File: config.mk
export PLATFORM = sky130hd
export DESIGN_NAME = req_sequencer
export DESIGN_NICKNAME = d
export VERILOG_FILES = /design/src/rtl/enc_pkg.sv /design/src/rtl/rr_pick.sv /design/src/rtl/req_sequencer.sv
export SDC_FILE = /design/constraint.sdc
export NUM_CORES = 1
export LEC_CHECK = 0
export ABC_AREA = 1
export CAP_MARGIN = 10
export CELL_PAD_IN_SITES_DETAIL_PLACEMENT = 2
export CELL_PAD_IN_SITES_GLOBAL_PLACEMENT = 2
export CORE_AREA = 4 4 111 113
export DETAILED_ROUTE_END_ITERATION = 8
export DIE_AREA = 0 0 115 117
export GPL_TIMING_DRIVEN = 0
export PLACE_DENSITY_LB_ADDON = 0.2
export SLEW_MARGIN = 10
export SYNTH_ARGS = -nofsm -noshare
export SYNTH_HDL_FRONTEND = slang
export SYNTH_SLANG_ARGS = --single-unit
File: constraint.sdc
create_clock -name clk -period 5.2 [get_ports clk]
set_input_delay 0.78 -clock clk [delete_from_list [all_inputs] [get_ports clk]]
set_output_delay 0.78 -clock clk [all_outputs]
set_load 0.01 [all_outputs]
File: src/rtl/enc_pkg.sv
// enc_pkg: widths and state type shared by the request sequencer and the
// downstream 16-to-4 encoder stage.
package enc_pkg;

    localparam int ENC_IN_W  = 16;
    localparam int ENC_OUT_W = 4;

    // EMPTY: output register idle; FULL: output register holds a request.
    typedef enum logic {
        EMPTY = 1'b0,
        FULL  = 1'b1
    } seq_state_e;

endpackage

File: src/rtl/rr_pick.sv
// rr_pick: combinational pick of one pending request.
// Default: round-robin starting at ptr (rotate right, find-first-set,
// rotate back). With REQ_SEQ_FIXED_PRIO_EN defined: highest set index wins
// and there is no ptr input.
module rr_pick
    import enc_pkg::*;
#(
    parameter int WIDTH = ENC_IN_W
) (
    input  logic [WIDTH-1:0]         pending,
`ifndef REQ_SEQ_FIXED_PRIO_EN
    input  logic [$clog2(WIDTH)-1:0] ptr,
`endif
    output logic [WIDTH-1:0]         grant,
    output logic [$clog2(WIDTH)-1:0] sel,
    output logic                     any
);

    localparam int IW = $clog2(WIDTH);

`ifndef REQ_SEQ_FIXED_PRIO_EN
    logic [WIDTH-1:0] rot;
    logic [IW-1:0]    idx;
    logic [IW-1:0]    off;

    // Rotate so ptr lands at bit 0, take the lowest set bit, then add ptr back
    // (IW-bit arithmetic gives the 15->0 wrap for free).
    always_comb begin
        rot = '0;
        idx = '0;
        off = '0;
        for (int i = 0; i < WIDTH; i++) begin
            idx    = IW'(i) + ptr;
            rot[i] = pending[idx];
        end
        for (int i = WIDTH - 1; i >= 0; i--) begin
            if (rot[i]) off = IW'(i);
        end
        sel   = off + ptr;
        any   = |pending;
        grant = any ? (WIDTH'(1) << sel) : '0;
    end
`else
    // Highest set index wins, matching the encoder's own priority order.
    always_comb begin
        sel = '0;
        for (int i = 0; i < WIDTH; i++) begin
            if (pending[i]) sel = IW'(i);
        end
        any   = |pending;
        grant = any ? (WIDTH'(1) << sel) : '0;
    end
`endif

endmodule

File: src/rtl/req_sequencer.sv
// req_sequencer: captures request pulses into a sticky pending register and
// presents one of them at a time as a registered one-hot word.
// Selection is round-robin by default; define REQ_SEQ_FIXED_PRIO_EN for
// fixed highest-index-first priority.
//
// Handshake: onehot_out/out_valid are registered. A transfer happens on a
// rising edge where out_valid=1 and out_ready=1. While out_valid=1 and
// out_ready=0 the word is held unchanged; out_valid only drops on a transfer
// (or reset). onehot_out is all-zero whenever out_valid=0.
module req_sequencer
    import enc_pkg::*;
#(
    parameter int WIDTH = ENC_IN_W
) (
    input  logic             clk,
    input  logic             rst,
    input  logic [WIDTH-1:0] req_in,
    output logic [WIDTH-1:0] onehot_out,
    output logic             out_valid,
    input  logic             out_ready,
    output logic [WIDTH-1:0] pending,
    output logic             overrun
);

    localparam int IW = $clog2(WIDTH);

    seq_state_e       state;
    seq_state_e       state_n;
    logic [WIDTH-1:0] grant;
    logic [IW-1:0]    sel;
    logic             any;
    logic             load;
    logic [WIDTH-1:0] clr;
    logic [WIDTH-1:0] pending_n;
    logic [WIDTH-1:0] onehot_n;
    logic             overrun_n;

`ifndef REQ_SEQ_FIXED_PRIO_EN
    logic [IW-1:0]    ptr;
`endif

    rr_pick #(.WIDTH(WIDTH)) u_pick (
        .pending (pending),
`ifndef REQ_SEQ_FIXED_PRIO_EN
        .ptr     (ptr),
`endif
        .grant   (grant),
        .sel     (sel),
        .any     (any)
    );

    assign out_valid = (state == FULL);

    // Next state, output word, pending update and overrun detection.
    always_comb begin
        state_n  = state;
        onehot_n = onehot_out;
        clr      = '0;
        load     = (state == EMPTY) || (state == FULL && out_ready);
        if (load) begin
            if (any) begin
                state_n  = FULL;
                onehot_n = grant;
                clr      = grant;
            end else begin
                state_n  = EMPTY;
                onehot_n = '0;
            end
        end
        // A request for the bit being loaded this edge is a fresh request.
        overrun_n = |(req_in & pending & ~clr);
        pending_n = (pending & ~clr) | req_in;
    end

    // State, output word, pending and overrun registers.
    always_ff @(posedge clk) begin
        if (rst) begin
            state      <= EMPTY;
            onehot_out <= '0;
            pending    <= '0;
            overrun    <= 1'b0;
        end else begin
            state      <= state_n;
            onehot_out <= onehot_n;
            pending    <= pending_n;
            overrun    <= overrun_n;
        end
    end

`ifndef REQ_SEQ_FIXED_PRIO_EN
    // Round-robin pointer: search restarts just above the last granted line.
    always_ff @(posedge clk) begin
        if (rst) begin
            ptr <= '0;
        end else if (load && any) begin
            ptr <= sel + 1'b1;
        end
    end
`endif

endmodule

# Word-level counts from Yosys, hierarchy flattened
# Cells that the tools add are included.
dict set report word_totals {
  ff_bits 38
  latchBits 0
  ram_bits 0
  mem_bits_ro 0
  input_bits 19
  out_inout_bits 34
  word_cells 101
  mem_count 0
}
dict set report classes {
  addsub 17
  n_mul 0
  div_mod_pow 0
  n_lt_le_gt_ge 16
  eq_ne 0
  shifts 1
  muxes 51
  bitwise 6
  reduce_logical 5
}
# operator count
set ops {}
lappend ops {{< comparator 4 x 5 -> 1 bit (second input constant)} 16}
lappend ops {{binary-select mux 1 bit (select 4 bit)} 16}
lappend ops {{two-way mux 4 bit} 16}
lappend ops {{AND 16 bit} 3}
lappend ops {{adder 4 bit (first input constant)} 8}
lappend ops {{two-way mux 16 bit} 2}
lappend ops {{OR reduction 16 bit} 2}
lappend ops {{two-way mux 1 bit} 17}
lappend ops {{adder 3 x 4 -> 4 bit (first input constant)} 4}
lappend ops {{inverter 16 bit} 1}
lappend ops {{OR 16 bit} 1}
lappend ops {{left shift 1 x 4 -> 16 bit (first input constant)} 1}
lappend ops {{adder 2 x 4 -> 4 bit (first input constant)} 2}
lappend ops {{adder 1 x 4 -> 4 bit (first input constant)} 1}
lappend ops {{adder 4 x 1 -> 4 bit (second input constant)} 1}
lappend ops {{adder 4 bit} 1}
lappend ops {{logical AND 1 bit} 2}
lappend ops {{logical OR 1 bit} 1}
lappend ops {{inverter 1 bit} 1}

# Longest topological paths before layout
# Gate-level depths: netlist of run 1.
dict set report logic_depth {
  depth_word 26
  ltp_mapped 38
  ltp_nobuf 37
}

# By module
# Synthesis of run 1 repeated with hierarchy kept, for this count alone.
dict set report unflattened {
  cells_unflattened 518
  hier_area_um2 3241.9
}
# mod n_inst cells_each area_each_um2
set modules_own_cells {}
lappend modules_own_cells {req_sequencer 1 242 1686.6}
lappend modules_own_cells {rr_pick 1 276 1555.2}

# Worst setup path after synthesis of run 1
# OpenSTA, ideal clock, no wires.
dict set report synth_timing {
  path_type {reg-to-reg}
  start {reg ptr[1]}
  end {reg overrun}
  arrival_time_ns 3.997
  required_ns 5.072
  slack_ns 1.075
  path_stages_with_launch 35
  cell_sequence {dfxtp_1 -> buf_2 -> inv_2 -> ha_1 -> buf_2 -> inv_2 -> nand3_1 -> nand3_1 -> nand2_1 -> o21ai_2 -> nand2_1 -> nand2_1 -> nand2_1 -> nand2_1 -> nand2_1 -> nand2_1 -> nand2_1 -> nand2_1 -> nand2_1 -> nand2_1 -> nand2_1 -> nand2_1 -> a21oi_1 -> ha_1 -> fa_1 -> xor2_1 -> inv_1 -> nor3_1 -> nand3_1 -> nand2_1 -> nand2_1 -> nor2_1 -> nand2_1 -> nor2_1 -> nor2_1}
}
dict set report synth_via {
  elab_chain_cells 26
  elab_cells_between_ends 70
}
# element line
set synth_lines {}
lappend synth_lines {{start: declaration} req_sequencer.sv:39} ;# logic [IW-1:0] ptr;
lappend synth_lines {{start signal: assignment} req_sequencer.sv:96} ;# ptr <= sel + 1'b1;
lappend synth_lines {{adder 4 bit} rr_pick.sv:33} ;# idx = IW'(i) + ptr;
lappend synth_lines {{binary-select mux 1 bit (select 4 bit)} rr_pick.sv:34} ;# rot[i] = pending[idx];
lappend synth_lines {{two-way mux 1 bit (not written as such)} rr_pick.sv:34}
lappend synth_lines {{two-way mux 4 bit (16 in series)} rr_pick.sv:37} ;# if (rot[i]) off = IW'(i);
lappend synth_lines {{adder 4 bit *} rr_pick.sv:39} ;# sel = off + ptr;
lappend synth_lines {{left shift 1 x 4 -> 16 bit *} rr_pick.sv:41} ;# grant = any ? (WIDTH'(1) << sel) : '0;
lappend synth_lines {{two-way mux 16 bit *} req_sequencer.sv:61} ;# if (any) begin
lappend synth_lines {{two-way mux 16 bit *} req_sequencer.sv:60} ;# if (load) begin
lappend synth_lines {{inverter 16 bit *} req_sequencer.sv:71} ;# overrun_n = |(req_in & pending & ~clr);
lappend synth_lines {{AND 16 bit *} req_sequencer.sv:71}
lappend synth_lines {{OR reduction 16 bit *} req_sequencer.sv:71}
lappend synth_lines {{end signal: assignment} req_sequencer.sv:86} ;# overrun <= overrun_n;
lappend synth_lines {{end: declaration} req_sequencer.sv:22} ;# output logic overrun
# Every way passes the cells marked *; elsewhere a longest branch is shown, timed or not. The select of a mux whose other input is x is not followed.
# A chain may end at the register's enable or synchronous reset.

# Worst setup path after layout of run 1
# Same ends and word-level chain as after synthesis.

==> out/qor.csv, run 1 <==
stage,metric,value,unit
sta,skew,0.00454,ns
cells_and_area,final_layout_size_suffix_gt1_frac,0.161,
global_route,grt_max_degree,13,
global_route,antenna_found_initial,0,
synthesis,ys_warn_count,0,
sta,max_slew_margin,0.575,
clocking,cts-root-buf,clkbuf_16,
synthesis,syn_area,0.00311,mm^2
status,status,"complete, no violations",
sta,min_period,4.75,ns
clocking,clock_latency,0.29,ns
detailed_routing,post-route-drc-count,0,
sta,setup_viol,0,
global_route,grt_pass1_vias,3758,
synthesis,synth_cell_type_count,36,
floorplan,core_area,0.0113,mm^2
clocking,hold_buffers,0,
setup_path,path_delay_family,simple AND/OR/NAND/NOR gates,
clocking,cts_buffer_depth,2,
floorplan,design.die.area,0.0135,mm^2
synthesis,synth-xor-area-share,0.0274,
placed_design,pre_cts_slack,-0.0817,ns
clocking,clkTransAtPathRegs,0.06,ns
global_route,grt_pass1_wl,19800,um
clocking,cts_buffers,5,
placed_design,hpwlAfterDp,10200,um
hold_path,hold_path.class,reg -> reg,
detailed_routing,wire_per_inst,17.9,um
cells_and_area,area_growth_syn_to_layout,32.1,%
detailed_routing,ant_nets,0,
sta,period_share,0.913,
synthesis,synth_fa_ha_area_frac,0.0669,
global_route,grt_usage,0.188,
synthesis,yosysSeqAreaShare,0.245,
synthesis,synthCells,498,
sta,final_max_slew_viol_count,0,
sta,fmax,0.211,GHz
setup_path,endpoint_kind,flop,
detailed_routing,drtPass1Iterations,4,
floorplan,floorplan.die.height,117,um
setup_path,path_class,reg -> reg,
clocking,tritoncts,built,
synthesis,synth_compound_area_frac,0.0991,
setup_path,slowest_delay,0.45,ns
synthesis,synth_top_family_by_area,simple AND/OR/NAND/NOR gates,
setup_path,critPathBufInv,5,
placed_design,place_congestion,0.814,
setup_path,worstPathArrival,4.91,ns
clocking,clock_sinks,38,
floorplan,start_util,0.274,
setup_path,crit_path_start_kind,flop,
detailed_routing,drt_iter0_markers,87,
cells_and_area,n_antenna_cell,0,
sta,setup_ws,0.451,ns
cells_and_area,final_util,0.363,
sta,whs,0.472,ns
sta,tightest_slew,0.638,ns
synthesis,avgSynthCellArea,6.24,um^2
setup_path,slowest_stage,fa_1,
synthesis,muxShareOfSynthArea,0,
synthesis,synthSimpleGateAreaFrac,0.468,
placed_design,port-buffer-count,51,
detailed_routing,via_per_inst,4.99,
detailed_routing,vias,3506,
detailed_routing,drt-total-wl,12500,um
sta,hold_viol_final,0,
setup_path,worstPathRequired,5.36,ns
cells_and_area,layout.nets,593,
floorplan,io_pins,53,
run,drv_cap,0,
global_route,grt-ovfl-total,0,
setup_path,critical_path.most_common_cell,nand2_1,
setup_path,crit_fanout,12,
floorplan,rows,39,
synthesis,synth_fp_nets,533,
floorplan,die_w,115,um
synthesis,ys_ff_latch,38,
clocking,htreeDepth,2,
## cell usage in the layout (no fill, tap or decap), types with 5 or more instances in the layout
| cell | Yosys | routed |
|---|---|---|
| nand3_1 | 87 | 77 |
| clkdlybuf4s50_1 | 0 | 51 |
| nand2_2 | 19 | 19 |
| nand3_2 | 8 | 18 |
| clkbuf_1 | 5 | 6 |
| a21oi_1 | 38 | 37 |
| inv_2 | 6 | 7 |
| dfxtp_1 | 38 | 37 |
| ha_1 | 15 | 15 |
| nand2_1 | 144 | 144 |
| inv_1 | 47 | 46 |
| clkbuf_16 | 0 | 5 |
| nor2_1 | 31 | 31 |
| o21ai_0 | 5 | 5 |
## synthesized netlist by cell type
library cell	instances	share of area
nand2_1	144	0.17
nand3_1	87	0.14
inv_1	47	0.057
a21oi_1	38	0.061
dfxtp_1	38	0.24
nor2_1	31	0.037
nand2_2	19	0.038
ha_1	15	0.060
nand3_2	8	0.026
nor3_1	7	0.011
inv_2	6	0.0072
buf_2	5	0.0081
clkbuf_1	5	0.0060
o21ai_0	5	0.0081
xor2_1	5	0.014
nor2_2	4	0.0081
nor4_1	4	0.0081
o21ai_1	4	0.0064
o21ai_2	4	0.011
nand2_4	3	0.011
inv_4	2	0.0040
nor2_4	2	0.0072
xor2_2	2	0.010
a21boi_0	1	0.0024
a21oi_4	1	0.0052
a31oi_1	1	0.0020
buf_1	1	0.0012
buf_4	1	0.0024
buf_6	1	0.0036
buf_8	1	0.0048
fa_1	1	0.0064
nand3b_1	1	0.0024
nand4_1	1	0.0020
o211ai_1	1	0.0024
or2_2	1	0.0020
xnor2_1	1	0.0028
## layer usage
metal / vias to the layer above / track usage / routed length, um
li1: 1729 / - / -
met1: 1729 / 0.234 / 5760
met2: 41 / 0.348 / 6460
met3: 7 / 0.0262 / 233
met4: 0 / 0.0352 / 102
met5: - / 0 / 0
## stage by stage
| step | setup TNS [ns] | cell area, um^2 | std cells |
|---|---|---|---|
| detailed placement | -0.0817 | 3800 | 692 |
| CTS | 0 | 3950 | 700 |
| floorplan | 0 | 3110 | 498 |
| global placement | 0 | 3800 | 692 |
| global route | -0.0559 | 4100 | 702 |
| finish | 0 | 4100 | 702 |
## logic make-up (layout without fill, tap and decap cells)
group | count (synthesis) | count (layout)
AOI/OAI and AO/OA | 55 | 55
adders and majority gates | 16 | 16
buffers and inverters | 69 | 130
and+or+nand+nor | 312 | 312
DFF | 38 | 38
xor gates and xnor gates | 8 | 8
## worst reg2reg max path, delay by kind of cell, from the launching register on
| kind | cells | cell delay [ns] |
|---|---|---|
| adder cells (fa/ha/maj) | 3 | 0.94 |
| buffers and inverters | 5 | 0.80 |
| flip-flops | 1 | 0.41 |
| AND/OR/NAND/NOR | 24 | 2.01 |
| XOR/XNOR | 1 | 0.21 |
| AO/OA/AOI/OAI | 2 | 0.25 |
## path summary, 6_finish.rpt
| path | from | to | slack (ns) | cells past startpoint |
|---|---|---|---|---|
| setup / recovery | ptr[1] | overrun | 0.45 | 35 |
| hold / removal | onehot_out[12] | onehot_out[12] | 0.47 | 2 |
| setup reg to reg | ptr[1] | overrun | 0.45 | 35 |
| hold reg to reg | onehot_out[12] | onehot_out[12] | 0.47 | 2 |
## cell type report
cell class / instances / area [um^2]
clock inverters: 1 / 5.00
plain buffers: 14 / 90.1
fillers: 1381 / 7220
well taps: 143 / 179
inverters: 55 / 211
clock buffers: 7 / 143
repair buffers: 53 / 526
multi-input cells: 391 / 2190
flip-flops and latches: 38 / 762
## flip-flops by register name, summed over array words and instances, names as in the netlist
name,cells
out_valid,1
overrun,1
pending,16
onehot_out,16
ptr,4
## what timing repair did
| item | in CTS | in global routing |
|---|---|---|
| pin swaps | 0 | 1 |
| buffers inserted | 0 | 2 |
| endpoints found under the setup margin | 1 | 18 |
| gates resized for setup | 2 | 27 |
Power of run 1 is not shown: default switching activity piles up to over one toggle a cycle in this logic, so the estimate is an artifact.
==> inputs of run 2 (changes only) <==
--- a/config.mk
+++ b/config.mk
@@ -12,9 +12,10 @@
 export CORE_AREA = 4 4 111 113
 export DETAILED_ROUTE_END_ITERATION = 8
 export DIE_AREA = 0 0 115 117
-export GPL_TIMING_DRIVEN = 0
+export GPL_TIMING_DRIVEN = 1
 export PLACE_DENSITY_LB_ADDON = 0.2
 export SLEW_MARGIN = 10
 export SYNTH_ARGS = -nofsm -noshare
 export SYNTH_HDL_FRONTEND = slang
+export SYNTH_HIERARCHICAL = 1
 export SYNTH_SLANG_ARGS = --single-unit
==> run 2 against run 1 <==
Against the previous run:
- worst hold slack worse by 0.0038 ns
- via count is 0.14% lower
- largest cell class unchanged
- utilization shrank 0.23 points
- area after synthesis grew 4.3%
- non-clock buffer count shrank 8
- synthesized cell count increased by 4.0%
- count of clock-buffer cells in the layout fell by 2
- first-iteration DRC count increased by 8.0%
- register-to-register slack improved by 0.04 ns
- routed wire length grew 2.3%
- cell count grew 1.6%
==> out/qor.csv, run 2 <==
stage,metric,value,unit,change
status,status,"complete, no violations",,
run,drv_cap,0,,unchanged
sta,fmax,0.212,GHz,+0.75%
setup_path,worstPathRequired,5.36,ns,about the same
synthesis,synth_top_area_cell,dfxtp_1,,
global_route,grt_pass1_wl,20700,um,+4.6%
clocking,cts_buffer_depth,2,,unchanged
synthesis,avgSynthCellArea,6.26,um^2,+0.32%
cells_and_area,final_area,0.00408,mm^2,-0.64%
sta,max_slew_margin,0.458,,-0.117
detailed_routing,wire_per_inst,18.0,um,+0.72%
sta,setup_viol,0,,unchanged
synthesis,synth_top_area_share,0.235,,-0.0102
sta,skew,0.00562,ns,+0.00108 ns
floorplan,rows,39,,unchanged
power,seqPwrFrac,0.123,,
detailed_routing,drt-total-wl,12800,um,+2.3%
setup_path,cp.depth,32,,-8.6%
cells_and_area,reg_top3,"onehot_out x16, pending x16, ptr x4",,
cells_and_area,seq_area,761,um^2,-0.16%
cells_and_area,n_antenna_cell,0,,unchanged
placed_design,placed_cell_area,0.00387,mm^2,+1.9%
setup_path,path_class,reg -> reg,,
cells_and_area,layout.nets,600,,+1.2%
detailed_routing,drt_iter0_markers,94,,+8.0%
power,p_sw,1.95,mW,
clocking,hold_buffers,0,,unchanged
hold_path,hold_path.class,reg -> reg,,
detailed_routing,post-route-drc-count,0,,unchanged
setup_path,crit_path_start_kind,flop,,
synthesis,synth_common_cells,"nand2_1, nand3_1, inv_1",,
power,p_per_area,866,mW/mm^2,
setup_path,critical_path.most_common_cell,nand2_1,,
synthesis,synth_edf_count,0,,unchanged
global_route,grt_pass1_vias,3929,,+4.6%
power,p_comb_frac,0.761,,
global_route,use_met3,0.0252,,-0.00103
setup_path,slowest_stage,or4_4,,
global_route,grt_usage,0.197,,+0.00898
cells_and_area,fillers,1386,,+0.36%
power,p_leak,1.93,nW,
synthesis,yosysMostFrequentCell,nand2_1,,
sta,min_period,4.71,ns,-0.0353 ns
floorplan,die_w,115,um,unchanged
cells_and_area,final_util,0.360,,-0.00232
clocking,clock_latency,0.29,ns,about the same
power,netSwitchingFraction,0.551,,
floorplan,start_util,0.286,,+0.0119
floorplan,floorplan.die.height,117,um,unchanged
sta,tightest_slew,0.812,ns,+0.175 ns
clocking,htreeDepth,2,,unchanged
synthesis,syn_area,0.00324,mm^2,+4.3%
cells_and_area,area_growth_syn_to_layout,25.8,%,
power,pwr-share-clk,0.116,,
placed_design,hpwlAfterDp,10400,um,+1.7%
floorplan,core_area,0.0113,mm^2,unchanged
setup_path,worst_r2r_path_depth,32,,-8.6%
synthesis,yosysSeqAreaShare,0.235,,-0.0102
detailed_routing,via_per_inst,4.91,,-1.7%
clocking,clkTransAtPathRegs,0.06,ns,about the same
global_route,top_usage_layer,met2,,
cells_and_area,mostFrequentLayoutCells,"nand2_1, nand3_1, clkdlybuf4s50_1",,
hold_path,hold_path_depth,2,,unchanged
global_route,grt-ovfl-total,0,,unchanged
synthesis,ys_ff_latch,38,,unchanged
clocking,cts-root-buf,clkbuf_16,,
sta,final_max_slew_viol_count,0,,unchanged
setup_path,crit_fanout,12,,unchanged
clocking,cts_buffers,5,,unchanged
detailed_routing,vias,3501,,-0.14%
setup_path,slowest_delay,0.58,ns,+0.13 ns
power,irDropWorstVdd,0.334,mV,
synthesis,ys_warn_count,6,,+6
placed_design,port-buffer-count,52,,+2.0%
synthesis,synth-main-ff-cell,dfxtp_1,,
sta,period_share,0.907,,-0.00678
synthesis,synth_cell_type_count,39,,+8.3%
setup_path,endpoint_kind,flop,,
synthesis,ys_top_cells_by_area,"dfxtp_1, nand2_1, nand3_1, a21oi_1, inv_1",,
synthesis,synth_fp_nets,549,,+3.0%
global_route,grt.met2_usage,0.387,,+0.0390
cells_and_area,multiInputGateArea,0.00213,mm^2,-2.5%
detailed_routing,drtPass1Iterations,4,,unchanged
sta,hold_viol_final,0,,unchanged
placed_design,placed_cells,705,,+1.9%
detailed_routing,ant_nets,0,,unchanged
global_route,grt_use_met1,0.231,,-0.00329
global_route,grt_max_degree,37,,+24
cells_and_area,instances_no_fill,713,,+1.6%
setup_path,critPathBufInv,4,,-1
setup_path,worstPathArrival,4.88,ns,-0.03 ns
global_route,antenna_found_initial,0,,unchanged
synthesis,synthArstFlopShare,0,,unchanged
floorplan,io_pins,53,,unchanged
cells_and_area,final_layout_size_suffix_gt1_frac,0.142,,-0.0189
setup_path,path_delay_family,simple AND/OR/NAND/NOR gates,,
power,p_int,1.58,mW,
synthesis,synthCells,518,,+4.0%
placed_design,place_congestion,0.845,,+3.8%
cells_and_area,layout_commonest_cell,nand2_1,,
clocking,tritoncts,built,,
floorplan,design.die.area,0.0135,mm^2,unchanged
clocking,clock_sinks,38,,unchanged
[run 2: cell types whose count changed after synthesis, moves of 5 or more]
cell     change
a21oi_1      +8
nand2_2      +7
nand3_1     -11
nand3_2      -5
nor2_1      +11
nor3_1       -7
o21ai_0      +6
[run 2: cell families after synthesis]
group	after synthesis	share of synthesized area
DFF	38	0.235
adders and majority gates	12	0.0486
buffers and inverters	77	0.112
AOI/OAI and AO/OA	67	0.113
and+or+nand+nor	312	0.447
xor gates and xnor gates	12	0.0452
[run 2: power groups by stage]
stage | registers [mW] | logic, mW | clock network (mW)
floorplan | 0.445 | 1.91 | 0
global placement | 0.438 | 2.55 | 0
detailed placement | 0.442 | 2.66 | 0
CTS | 0.436 | 2.69 | 0.420
global route | 0.444 | 3.04 | 0.429
finish | 0.433 | 2.69 | 0.410
[run 2: metrics by stage]
| stage | setup WS [ns] | hold slack (ns) | TNS, ns | power (mW) |
|---|---|---|---|---|
| after floorplan | 0.761 | 0.483 | 0 | 2.35 |
| after global placement | 0.478 | 0.453 | 0 | 2.99 |
| after detailed placement | 0.308 | 0.460 | 0 | 3.10 |
| after CTS | 0.249 | 0.473 | 0 | 3.55 |
| after global routing | -0.00156 | 0.493 | -0.00156 | 3.91 |
| final | 0.486 | 0.468 | 0 | 3.53 |
[run 2: routing by layer]
layer / wire length, um / share of wire / vias to the layer above
li1: - / - / 1763
met1: 5560 / 0.43 / 1691
met4: 112 / 0.0087 / 0
met2: 6920 / 0.54 / 39
met5: 0 / 0 / -
met3: 237 / 0.018 / 8
[run 2: path summary, 6_finish.rpt]
check	slack, ns	end	start
worst max-delay path	0.49	overrun	ptr[2]
worst min-delay path	0.47	onehot_out[14]	onehot_out[14]
worst max register to register	0.49	overrun	ptr[2]
worst min register to register	0.47	onehot_out[14]	onehot_out[14]
[run 2: what timing repair did]
action	4_1_cts	5_1_grt
buffers inserted	0	0
hold endpoints to repair	0	0
endpoints found under the setup margin	0	1
gates resized for setup	0	4
[run 2: area by class of cell]
class,instances,share of cell area
sequential,38,0.187
clock buffer,5,0.0307
timing repair buffer,59,0.141
tap,143,0.0439
clock inverter,3,0.0169
multi-input combinational,403,0.523
inverter,62,0.0583
[run 2: tightest hold or removal path, stage by stage (launching register included)]
cell and delay, ns:
dfxtp_1 0.31, nand2_1 0.06, a21oi_1 0.05
Power figures use the tool's default switching activity.
==> inputs of run 3 (changes only) <==
--- a/config.mk
+++ b/config.mk
@@ -14,6 +14,7 @@
 export DIE_AREA = 0 0 115 117
 export GPL_TIMING_DRIVEN = 1
 export PLACE_DENSITY_LB_ADDON = 0.2
+export SETUP_SLACK_MARGIN = 0.4
 export SLEW_MARGIN = 10
 export SYNTH_ARGS = -nofsm -noshare
 export SYNTH_HDL_FRONTEND = slang
==> run 3 against run 2 <==
Against the previous run:
- clock skew about the same
- non-clock buffer count increased by 9
- largest cell class unchanged
- critical path depth unchanged
- via count increased by 3.1%
- count of clock-buffer cells in the layout unchanged
==> out/qor.csv, run 3 (synthesized netlist as in run 2, its figures left out) <==
stage,metric,value,unit,change
detailed_routing,post-route-drc-count,0,,unchanged
clocking,cts_buffers,5,,unchanged
setup_path,worstReg2RegStart,ptr[2],,
sta,whs,0.468,ns,+0.00000100 ns
floorplan,floorplan.die.height,117,um,unchanged
detailed_routing,ant_nets,0,,unchanged
clocking,tritoncts,built,,
setup_path,r2r_end,overrun,,
sta,rsz0062_at_grt,false,,
sta,setup_ws,0.733,ns,+0.247 ns
cells_and_area,final_layout_size_suffix_gt1_frac,0.212,,+0.0703
hold_path,min_from,onehot_out[14],,
setup_path,slowest_delay,0.57,ns,about the same
global_route,grt_usage,0.198,,+0.000689
detailed_routing,wire_per_inst,18.7,um,+4.0%
setup_path,endpoint_kind,flop,,
sta,fmax,0.224,GHz,+5.5%
placed_design,hpwlAfterDp,10400,um,unchanged
floorplan,design.die.area,0.0135,mm^2,unchanged
placed_design,place_congestion,0.845,,unchanged
cells_and_area,layout_commonest_cell,nand2_1,,
setup_path,critPathBufInv,4,,unchanged
setup_path,critical_path.most_common_cell,nand2_1,,
cells_and_area,layout.nets,609,,+1.5%
hold_path,hold_path_depth,2,,unchanged
clocking,cts_buffer_depth,2,,unchanged
sta,setup_tns,0,ns,unchanged
floorplan,core_area,0.0113,mm^2,unchanged
detailed_routing,via_per_inst,5.00,,+1.8%
status,status,"complete, no violations",,
clocking,cts-root-buf,clkbuf_16,,
floorplan,rows,39,,unchanged
sta,tightest_slew,0.817,ns,+0.00491 ns
setup_path,worstPathRequired,5.37,ns,about the same
cells_and_area,reg_top3,"onehot_out x16, pending x16, ptr x4",,
placed_design,port-buffer-count,52,,unchanged
detailed_routing,vias,3610,,+3.1%
cells_and_area,area_growth_syn_to_layout,34.9,%,
setup_path,path_class,reg -> reg,,
setup_path,slowest_stage,or4_4,,
sta,period_share,0.859,,-0.0475
cells_and_area,final_util,0.386,,+0.0261
setup_path,crit_path_start_kind,flop,,
setup_path,worstPathArrival,4.63,ns,-0.25 ns
clocking,clock_latency,0.29,ns,about the same
global_route,grt_pass1_vias,3938,,+0.23%
sta,skew,0.00564,ns,+0.0000159 ns
floorplan,io_pins,53,,unchanged
sta,max_slew_margin,0.455,,-0.00328
global_route,grt_pass1_wl,20700,um,+0.30%
detailed_routing,drt_iter0_markers,131,,+39%
sta,setup_viol,0,,unchanged
detailed_routing,drt-total-wl,13500,um,+5.4%
floorplan,die_w,115,um,unchanged
sta,final_max_slew_viol_count,0,,unchanged
global_route,grt_max_degree,37,,unchanged
setup_path,crit_fanout,12,,unchanged
sta,min_period,4.47,ns,-0.247 ns
hold_path,hold_path.class,reg -> reg,,
global_route,antenna_found_initial,0,,unchanged
run,drv_cap,0,,unchanged
clocking,clock_sinks,38,,unchanged
cells_and_area,n_antenna_cell,0,,unchanged
hold_path,hold_path_end,onehot_out[14],,
placed_design,pre_cts_slack,0.308,ns,unchanged
setup_path,path_delay_family,simple AND/OR/NAND/NOR gates,,
clocking,clkTransAtPathRegs,0.06,ns,about the same
sta,hold_viol_final,0,,unchanged
setup_path,ff2ff_setup_slack,0.73,ns,+0.25 ns
floorplan,start_util,0.286,,unchanged
detailed_routing,drtPass1Iterations,4,,unchanged
setup_path,worst_r2r_path_depth,32,,unchanged
clocking,htreeDepth,2,,unchanged
global_route,grt-ovfl-total,0,,unchanged
cells_and_area,mostFrequentLayoutCells,"nand2_1, nand3_1, clkdlybuf4s50_1",,
==> run 3: cell types whose count changed in the layout (fill, tap and decap cells not counted), sizes merged <==
| cell | delta |
|---|---|
| buf | +9 |
==> run 3: layout make-up <==
type,instances,area (um^2)
Clock buffer,5,125
Clock inverter,3,68.8
Fill cell,1355,6950
Inverter,62,245
Multi-Input combinational cell,403,2310
Sequential cell,38,764
Tap cell,143,179
Timing Repair Buffer,68,681
==> run 3: worst max path at each step <==
stage,start,end,slack [ns],cells after the start
floorplan,ptr[1],overrun,0.76,39
global placement,ptr[2],overrun,0.48,32
detailed placement,ptr[0],overrun,0.31,35
CTS,ptr[0],overrun,0.45,37
global route,ptr[0],overrun,0.34,37
finish,ptr[2],overrun,0.73,32
==> run 3: stage by stage <==
stage                     instance area, um^2  cells
after floorplan                          3240    518
after global placement                   3870    705
after detailed placement                 3870    705
after CTS                                4090    713
after global routing                     4370    722
final                                    4370    722
==> run 3: worst register-to-register path: cells and delay by family, from the launching register on <==
kind | cells | cell delay (ns)
AOI/OAI and AO/OA | 2 | 0.25
buffers and inverters | 4 | 0.40
DFF | 1 | 0.37
adders and majority gates | 3 | 0.85
xor gates and xnor gates | 2 | 0.47
and+or+nand+nor | 21 | 2.02
==> run 3: what timing repair did <==
item	CTS	global route
hold buffers	0	0
setup endpoints to repair	1	9
setup buffers	0	9
gates cloned	0	0
pin swaps	0	9
resized for setup	5	50
==> run 3: metal layers <==
| metal | vias to the layer above | track usage | wire [um] |
|---|---|---|---|
| met5 | - | 0 | 0 |
| met4 | 0 | 0.0313 | 170 |
| met3 | 10 | 0.0252 | 275 |
| met2 | 47 | 0.389 | 7410 |
| met1 | 1777 | 0.231 | 5660 |
| li1 | 1776 | - | - |
Power of run 3 is left out for the same reason.
